### src/rtl/alu_pkg.sv
// ---------------------------------------------------------------------------
// alu_pkg
// Opcodes shared by the ALU control decoder and the iterative execution unit.
// The execution FSM state type is also kept here so that the interface can
// carry it as a debug field.
// Contents:
//   ALU_* : 4-bit operation codes
//   state_e : IDLE / BUSY / DONE
//   is_shift_op / is_mul_op : opcode class helpers
// ---------------------------------------------------------------------------
package alu_pkg;

    localparam logic [3:0] ALU_AND = 4'b0000;
    localparam logic [3:0] ALU_OR  = 4'b0001;
    localparam logic [3:0] ALU_ADD = 4'b0010;
    localparam logic [3:0] ALU_XOR = 4'b0011;
    localparam logic [3:0] ALU_SUB = 4'b0110;
    localparam logic [3:0] ALU_SLT = 4'b0111;
    localparam logic [3:0] ALU_SLL = 4'b1000;
    localparam logic [3:0] ALU_SRL = 4'b1001;
    localparam logic [3:0] ALU_SRA = 4'b1010;
    localparam logic [3:0] ALU_MUL = 4'b1100;

    typedef enum logic [1:0] {
        IDLE = 2'd0,
        BUSY = 2'd1,
        DONE = 2'd2
    } state_e;

    function automatic logic is_shift_op(input logic [3:0] op);
        return (op == ALU_SLL) || (op == ALU_SRL) || (op == ALU_SRA);
    endfunction

    function automatic logic is_mul_op(input logic [3:0] op);
        return (op == ALU_MUL);
    endfunction

endpackage

### src/rtl/iter_alu_exec_if.sv
// ---------------------------------------------------------------------------
// iter_alu_exec_if
// Request/response bundle for the iterative ALU execution unit.
// Handshake: a request transfers on a rising edge where in_valid && in_ready;
// a result transfers on a rising edge where out_valid && out_ready. A valid
// is never withdrawn by the unit before its transfer (except by flush or
// reset), and in_ready is low whenever a request would not be taken.
// Signals:
//   in_valid/in_ready, aluoperation, a, b : request side
//   flush                                 : synchronous abort
//   out_valid/out_ready, result, zero     : response side
//   dbg_state                             : current FSM state (observation)
// Modports: master = requester/consumer, slave = execution unit.
// ---------------------------------------------------------------------------
interface iter_alu_exec_if #(
    parameter int WIDTH = 32
);
    import alu_pkg::*;

    logic             in_valid;
    logic             in_ready;
    logic [3:0]       aluoperation;
    logic [WIDTH-1:0] a;
    logic [WIDTH-1:0] b;
    logic             flush;
    logic             out_valid;
    logic             out_ready;
    logic [WIDTH-1:0] result;
    logic             zero;
    state_e           dbg_state;

    modport master (
        output in_valid, aluoperation, a, b, flush, out_ready,
        input  in_ready, out_valid, result, zero, dbg_state
    );

    modport slave (
        input  in_valid, aluoperation, a, b, flush, out_ready,
        output in_ready, out_valid, result, zero, dbg_state
    );

endinterface

### src/rtl/alu_simple_comb.sv
// ---------------------------------------------------------------------------
// alu_simple_comb
// Purely combinational evaluation of the single-cycle operations:
// AND, OR, XOR, ADD, SUB (modulo 2^WIDTH) and signed SLT. Any other opcode,
// including the iterative ones, yields 0.
// Ports:
//   i_op     : 4-bit operation code
//   i_a, i_b : operands
//   o_result : operation result
// ---------------------------------------------------------------------------
module alu_simple_comb
    import alu_pkg::*;
#(
    parameter int WIDTH = 32
) (
    input  logic [3:0]       i_op,
    input  logic [WIDTH-1:0] i_a,
    input  logic [WIDTH-1:0] i_b,
    output logic [WIDTH-1:0] o_result
);

    logic w_lt;

    assign w_lt = ($signed(i_a) < $signed(i_b));

    always_comb begin
        o_result = '0;
        case (i_op)
            ALU_AND: o_result = i_a & i_b;
            ALU_OR:  o_result = i_a | i_b;
            ALU_XOR: o_result = i_a ^ i_b;
            ALU_ADD: o_result = i_a + i_b;
            ALU_SUB: o_result = i_a - i_b;
            ALU_SLT: o_result = {{(WIDTH-1){1'b0}}, w_lt};
            default: o_result = '0;
        endcase
    end

endmodule

### src/rtl/iter_alu_exec.sv
// ---------------------------------------------------------------------------
// iter_alu_exec
// Execution unit for the multi-cycle datapath. Simple ops finish in one
// cycle; shifts step one bit per cycle and MUL runs a shift-add loop over
// WIDTH cycles. Result and zero are registered and held until consumed.
// Ports:
//   clk   : clock, rising edge
//   reset : asynchronous active-high reset
//   bus   : iter_alu_exec_if.slave (request, response, flush, debug state)
// ---------------------------------------------------------------------------
module iter_alu_exec
    import alu_pkg::*;
#(
    parameter int WIDTH = 32
) (
    input  logic             clk,
    input  logic             reset,
    iter_alu_exec_if.slave   bus
);

    localparam int SHW = $clog2(WIDTH);
    // One extra bit so the counter can hold WIDTH for the multiply loop.
    localparam int CW  = SHW + 1;

    state_e           r_state,  w_state_nxt;
    logic [WIDTH-1:0] r_acc,    w_acc_nxt;
    logic [WIDTH-1:0] r_mcand,  w_mcand_nxt;
    logic [WIDTH-1:0] r_mplier, w_mplier_nxt;
    logic [CW-1:0]    r_cnt,    w_cnt_nxt;
    logic [3:0]       r_op,     w_op_nxt;
    logic [WIDTH-1:0] r_result, w_result_nxt;
    logic             r_zero,   w_zero_nxt;

    logic [WIDTH-1:0] w_simple;
    logic [WIDTH-1:0] w_step;
    logic [SHW-1:0]   w_shamt;

    alu_simple_comb #(.WIDTH(WIDTH)) u_simple (
        .i_op     (bus.aluoperation),
        .i_a      (bus.a),
        .i_b      (bus.b),
        .o_result (w_simple)
    );

    assign w_shamt = bus.b[SHW-1:0];

    // One iteration of the in-flight operation applied to the accumulator.
    always_comb begin
        w_step = r_acc;
        case (r_op)
            ALU_SLL: w_step = {r_acc[WIDTH-2:0], 1'b0};
            ALU_SRL: w_step = {1'b0, r_acc[WIDTH-1:1]};
            ALU_SRA: w_step = {r_acc[WIDTH-1], r_acc[WIDTH-1:1]};
            ALU_MUL: w_step = r_mplier[0] ? (r_acc + r_mcand) : r_acc;
            default: w_step = r_acc;
        endcase
    end

    always_comb begin
        w_state_nxt  = r_state;
        w_acc_nxt    = r_acc;
        w_mcand_nxt  = r_mcand;
        w_mplier_nxt = r_mplier;
        w_cnt_nxt    = r_cnt;
        w_op_nxt     = r_op;
        w_result_nxt = r_result;
        w_zero_nxt   = r_zero;

        if (bus.flush) begin
            // Abort: drop whatever is in flight, keep the last result.
            w_state_nxt = IDLE;
        end else begin
            case (r_state)
                IDLE: begin
                    if (bus.in_valid) begin
                        w_op_nxt = bus.aluoperation;
                        if (is_shift_op(bus.aluoperation)) begin
                            w_acc_nxt = bus.a;
                            w_cnt_nxt = {1'b0, w_shamt};
                            if (w_shamt == '0) begin
                                w_result_nxt = bus.a;
                                w_zero_nxt   = (bus.a == '0);
                                w_state_nxt  = DONE;
                            end else begin
                                w_state_nxt  = BUSY;
                            end
                        end else if (is_mul_op(bus.aluoperation)) begin
                            w_acc_nxt    = '0;
                            w_mcand_nxt  = bus.a;
                            w_mplier_nxt = bus.b;
                            w_cnt_nxt    = CW'(WIDTH);
                            w_state_nxt  = BUSY;
                        end else begin
                            w_result_nxt = w_simple;
                            w_zero_nxt   = (w_simple == '0);
                            w_state_nxt  = DONE;
                        end
                    end
                end
                BUSY: begin
                    w_acc_nxt = w_step;
                    w_cnt_nxt = r_cnt - 1'b1;
                    if (is_mul_op(r_op)) begin
                        w_mcand_nxt  = {r_mcand[WIDTH-2:0], 1'b0};
                        w_mplier_nxt = {1'b0, r_mplier[WIDTH-1:1]};
                    end
                    // Last iteration: publish the post-step accumulator.
                    if (r_cnt == CW'(1)) begin
                        w_result_nxt = w_step;
                        w_zero_nxt   = (w_step == '0);
                        w_state_nxt  = DONE;
                    end
                end
                DONE: begin
                    if (bus.out_ready) begin
                        w_state_nxt = IDLE;
                    end
                end
                default: w_state_nxt = IDLE;
            endcase
        end
    end

    always_ff @(posedge clk or posedge reset) begin
        if (reset) begin
            r_state  <= IDLE;
            r_acc    <= '0;
            r_mcand  <= '0;
            r_mplier <= '0;
            r_cnt    <= '0;
            r_op     <= '0;
            r_result <= '0;
            r_zero   <= 1'b0;
        end else begin
            r_state  <= w_state_nxt;
            r_acc    <= w_acc_nxt;
            r_mcand  <= w_mcand_nxt;
            r_mplier <= w_mplier_nxt;
            r_cnt    <= w_cnt_nxt;
            r_op     <= w_op_nxt;
            r_result <= w_result_nxt;
            r_zero   <= w_zero_nxt;
        end
    end

    // in_ready drops during flush so that a visible handshake always means
    // an accepted request.
    assign bus.in_ready  = (r_state == IDLE) && !bus.flush;
    assign bus.out_valid = (r_state == DONE);
    assign bus.result    = r_result;
    assign bus.zero      = r_zero;
    assign bus.dbg_state = r_state;

endmodule
### src/flat_wrapper.sv
// flat-port wrapper written by rule: the top's interface ports become plain ports
module iter_alu_exec_flat import alu_pkg::*;
#(
    parameter int WIDTH = 32
)
  (clk, reset, bus_in_valid, bus_aluoperation, bus_a, bus_b, bus_flush, bus_out_ready, bus_in_ready, bus_out_valid, bus_result, bus_zero, bus_dbg_state);
  iter_alu_exec_if #(.WIDTH(WIDTH)) bus_i ();
  input  logic clk;
  input  logic reset;
  input wire logic [$bits(bus_i.in_valid)-1:0] bus_in_valid;
  input wire logic [$bits(bus_i.aluoperation)-1:0] bus_aluoperation;
  input wire logic [$bits(bus_i.a)-1:0] bus_a;
  input wire logic [$bits(bus_i.b)-1:0] bus_b;
  input wire logic [$bits(bus_i.flush)-1:0] bus_flush;
  input wire logic [$bits(bus_i.out_ready)-1:0] bus_out_ready;
  output wire logic [$bits(bus_i.in_ready)-1:0] bus_in_ready;
  output wire logic [$bits(bus_i.out_valid)-1:0] bus_out_valid;
  output wire logic [$bits(bus_i.result)-1:0] bus_result;
  output wire logic [$bits(bus_i.zero)-1:0] bus_zero;
  output wire logic [$bits(bus_i.dbg_state)-1:0] bus_dbg_state;
  assign bus_i.in_valid = bus_in_valid;
  assign bus_i.aluoperation = bus_aluoperation;
  assign bus_i.a = bus_a;
  assign bus_i.b = bus_b;
  assign bus_i.flush = bus_flush;
  assign bus_i.out_ready = bus_out_ready;
  assign bus_in_ready = bus_i.in_ready;
  assign bus_out_valid = bus_i.out_valid;
  assign bus_result = bus_i.result;
  assign bus_zero = bus_i.zero;
  assign bus_dbg_state = bus_i.dbg_state;
  iter_alu_exec #(.WIDTH(WIDTH)) u_core (.clk(clk), .reset(reset), .bus(bus_i));
endmodule
### config.mk
export PLATFORM = sky130hd
export DESIGN_NAME = iter_alu_exec_flat
export DESIGN_NICKNAME = d
export VERILOG_FILES = /design/src/rtl/alu_pkg.sv /design/src/rtl/iter_alu_exec_if.sv /design/src/rtl/alu_simple_comb.sv /design/src/rtl/iter_alu_exec.sv /design/src/flat_wrapper.sv
export SDC_FILE = /design/constraint.sdc
export NUM_CORES = 1
export LEC_CHECK = 0
export CAP_MARGIN = 10
export CORE_ASPECT_RATIO = 0.7
export CORE_MARGIN = 2
export CORE_UTILIZATION = 40
export DETAILED_ROUTE_END_ITERATION = 16
export PLACE_DENSITY = 0.65
export SYNTH_ARGS = -nofsm -noshare
export SYNTH_HDL_FRONTEND = slang
export SYNTH_SLANG_ARGS = --single-unit
### constraint.sdc
create_clock -name clk -period 10 [get_ports clk]
set_input_delay 2 -clock clk [delete_from_list [all_inputs] [get_ports clk]]
set_output_delay 2 -clock clk [all_outputs]
set_load 0.005 [all_outputs]
==> flow_summary.yaml <==
timing:
  fin_crit_sh_pct: 71.0
  relSlewSlack_pct: 15.4
  finalSetupViolations: 0
  drv_slew: 0
  grt_setup_unrepaired: "false"
  fin_crit_ns: 7.10
  hold_viol: 0
  tns_ns: 0
  clock.fmax_ghz: 0.141
  tightest_slew_ns: 1.24
  skew_ns: 0.0178
floorplan:
  die_w_um: 234
  pin_count: 110
  design.core.area_um2: 36100
  die_area_um2: 38500
  die_h_um: 165
  start_util_pct: 40.9
  std_cell_rows: 58
place:
  place.gp.congestion: 0.984
  dp_hpwl_mm: 47.4
  port_buffers: 109
drt:
  firstDrtPassIters: 9
  avgRoutedWirePerCell_um: 24.5
  antenna_left: 0
  drt-initial-drc-count: 2438
  num_vias: 16400
  drc_errors: 0
  viasPerCell: 6.44
  wirelength_mm: 62.4
cells_and_area:
  num_antenna_cells: 0
  nets: 2263
  n_fill_cell: 3659
  syn_to_final_growth_pct: 13.7
  drive_gt1_share_pct: 4.79
global_route:
  gr-total-overflow: 0
  grt_pass1_wl_mm: 94.2
  grt_max_degree: 77
  grt_pass1_vias: 15100
  antenna_found_initial: 1
  grt_usage_pct: 32.4
power_and_ir_drop:
  ir_worst_vdd_uv: 126
  finalPower_mw: 3.01
  power.leakage_nw: 7.25
  power-per-cell-area_nw_per_um2: 179
clocking:
  clk_latency_ns: 0.46
  clock-sinks: 141
  clkSlewWorstSetupHoldPaths_ns: 0.08
  clockRootBuffer: "clkbuf_16"
  numCtsBuffers: 17
  cts.htree.levels: 4
  cts-resized-gates: 0
  post-cts-setup-buffers: 0
  cts_tree: "done"
  ctsHoldBuffers: 0
  clock_tree.buffer_depth: 2
synthesis:
  synth_enable_flop_cells: 0
  netlist_instances: 2036
  synth.cell_area_um2: 14800
  synth_nets: 2244
  ys_seq_elements: 141
  seq_area_frac_synth_pct: 23.9
  yosysWarnings: 0
  synth_area_per_cell_um2: 7.26
  ys.flop_type: "dfrtp_1"
  ys_async_sr_fraction_pct: 100
  ys_types: 86
critical_path:
  end_kind: "flip-flop"
  startpoint_type: "input port"
  crit_fanout: 64
  worstPathRequired_ns: 10.38
  arrival_ns: 7.48
  path_class: "in2reg"
hold_path:
  hp-class: "reg2reg"
status:
  status: "finished clean"
job:
  drv_cap: 0
worst max-delay path, cell delays in order:
cell	delay [ns]
clkdlybuf4s50_1	0.45
buf_4	0.45
inv_1	0.56
nand3_1	0.20
buf_4	0.47
o21ai_0	0.30
o32ai_4	0.24
buf_4	0.59
o211ai_1	0.14
or4b_1	0.52
or4b_1	0.56
or4_1	0.45
nor4b_2	0.27
nand4_1	0.15
o211ai_2	0.09
layer usage:
layer,routed length (um),GRT usage [%],vias up
met1,28300,48.2,7787
li1,-,-,7461
met4,2080,11.3,4
met3,8300,9.72,122
met5,50,0.781,-
met2,23700,43.1,1047
cells by family after synthesis:
group / Yosys count / share of synthesized area [%]
simple gates: 745 / 22.7
compound gates: 693 / 30.8
buf+inv: 259 / 6.93
flops: 141 / 23.9
fa+ha+maj: 135 / 11.6
xor+xnor: 39 / 2.44
mux: 24 / 1.66
worst paths after layout:
check / slack [ns] / startpoint / to / cells past startpoint
hold reg to reg: 0.52 / u_core.r_cnt[4]$_DFFE_PP0P_ / u_core.r_cnt[4]$_DFFE_PP0P_ / 2
max in group asynchronous: 6.51 / reset / u_core.r_mcand[14]$_DFFE_PP0P_ / 3
setup reg to reg: 4.90 / u_core.r_acc[8]$_DFFE_PP0P_ / u_core.bus.result[31]$_DFFE_PP0P_ / 12
hold / removal: 0.52 / u_core.r_cnt[4]$_DFFE_PP0P_ / u_core.r_cnt[4]$_DFFE_PP0P_ / 2
min in group asynchronous: 2.06 / reset / u_core.r_mplier[4]$_DFFE_PP0P_ / 2
setup / recovery: 2.90 / bus_aluoperation[2] / u_core.bus.zero$_DFFE_PP0P_ / 15
where the power goes:
part	internal (mW)	switching, mW
Sequential	0.727	0.184
Clock	0.408	0.322
Combinational	0.536	0.831
metrics by stage:
stage | setup slack (ns) | hold slack (ns) | util, % | area [um2] | instances
global route | 2.63 | 0.543 | 46.5 | 16800 | 2548
finish | 2.90 | 0.516 | 46.5 | 16800 | 2548
floorplan | 4.22 | 0.471 | - | 14800 | 2036
detailed placement | 2.61 | 0.497 | 44.8 | 16200 | 2516
global placement | 2.69 | 0.492 | 44.8 | 16200 | 2516
CTS | 3.05 | 0.512 | 46.5 | 16800 | 2548
final cells by class:
class / instances / area (um2) / share of cell area [%]
multi-input cells: 1636 / 10300 / 61.2
clock inverters: 15 / 215 / 1.28
flip-flops and latches: 141 / 3530 / 21.0
repair buffers: 135 / 1290 / 7.65
inverters: 124 / 470 / 2.80
clock buffers: 17 / 425 / 2.53
well taps: 480 / 601 / 3.57
registers in the layout (all words and copies together), names as in the netlist:
| name | flops |
|---|---|
| u_core.bus.dbg_state | 2 |
| u_core.bus.result | 32 |
| u_core.bus.zero | 1 |
| u_core.r_acc | 32 |
| u_core.r_cnt | 6 |
| u_core.r_mcand | 32 |
| u_core.r_mplier | 32 |
| u_core.r_op | 4 |
cells in the final DEF (no fill, tap or decap), types with 20 or more instances in the layout:
master           instances
a31oi_1                 90
clkdlybuf4s50_1        109
o21ai_0                109
nand4_1                 20
ha_1                   132
nand3_1                 43
inv_1                  123
o211ai_1                21
nor2b_1                 20
a21oi_1                185
dfrtp_1                141
buf_4                   26
mux2i_1                 20
nand2_1                300
xnor2_1                 24
nor3_1                  43
a21o_1                  28
nor2_1                 209
o22ai_1                 28
nor4_1                  22
cells in the mapped netlist, drive strengths merged, types with 7 or more instances:
cell	n	share of area, %
a2111oi	7	0.41
a211oi	17	0.86
a21boi	9	0.46
a21o	28	1.4
a21oi	185	6.3
a221oi	18	1.1
a222oi	12	0.81
a22oi	16	0.81
a31oi	90	3.8
and2	8	0.34
buf	23	0.91
clkbuf	112	2.9
dfrtp	141	24
ha	132	11
inv	124	3.1
mux2i	20	1.4
nand2	301	7.7
nand2b	16	0.68
nand3	43	1.5
nand4	20	0.85
nor2	209	5.3
nor2b	21	0.89
nor3	46	1.6
nor3b	9	0.46
nor4	22	0.93
o211ai	22	1.2
o21a	16	0.81
o21ai	110	3.7
o21bai	14	0.71
o221ai	13	0.77
o22a	8	0.47
o22ai	28	1.2
o31ai	18	0.91
or2	10	0.42
or3	12	0.51
xnor2	25	1.6
xor2	14	0.83
No activity file was read; power rests on OpenSTA's default activity.
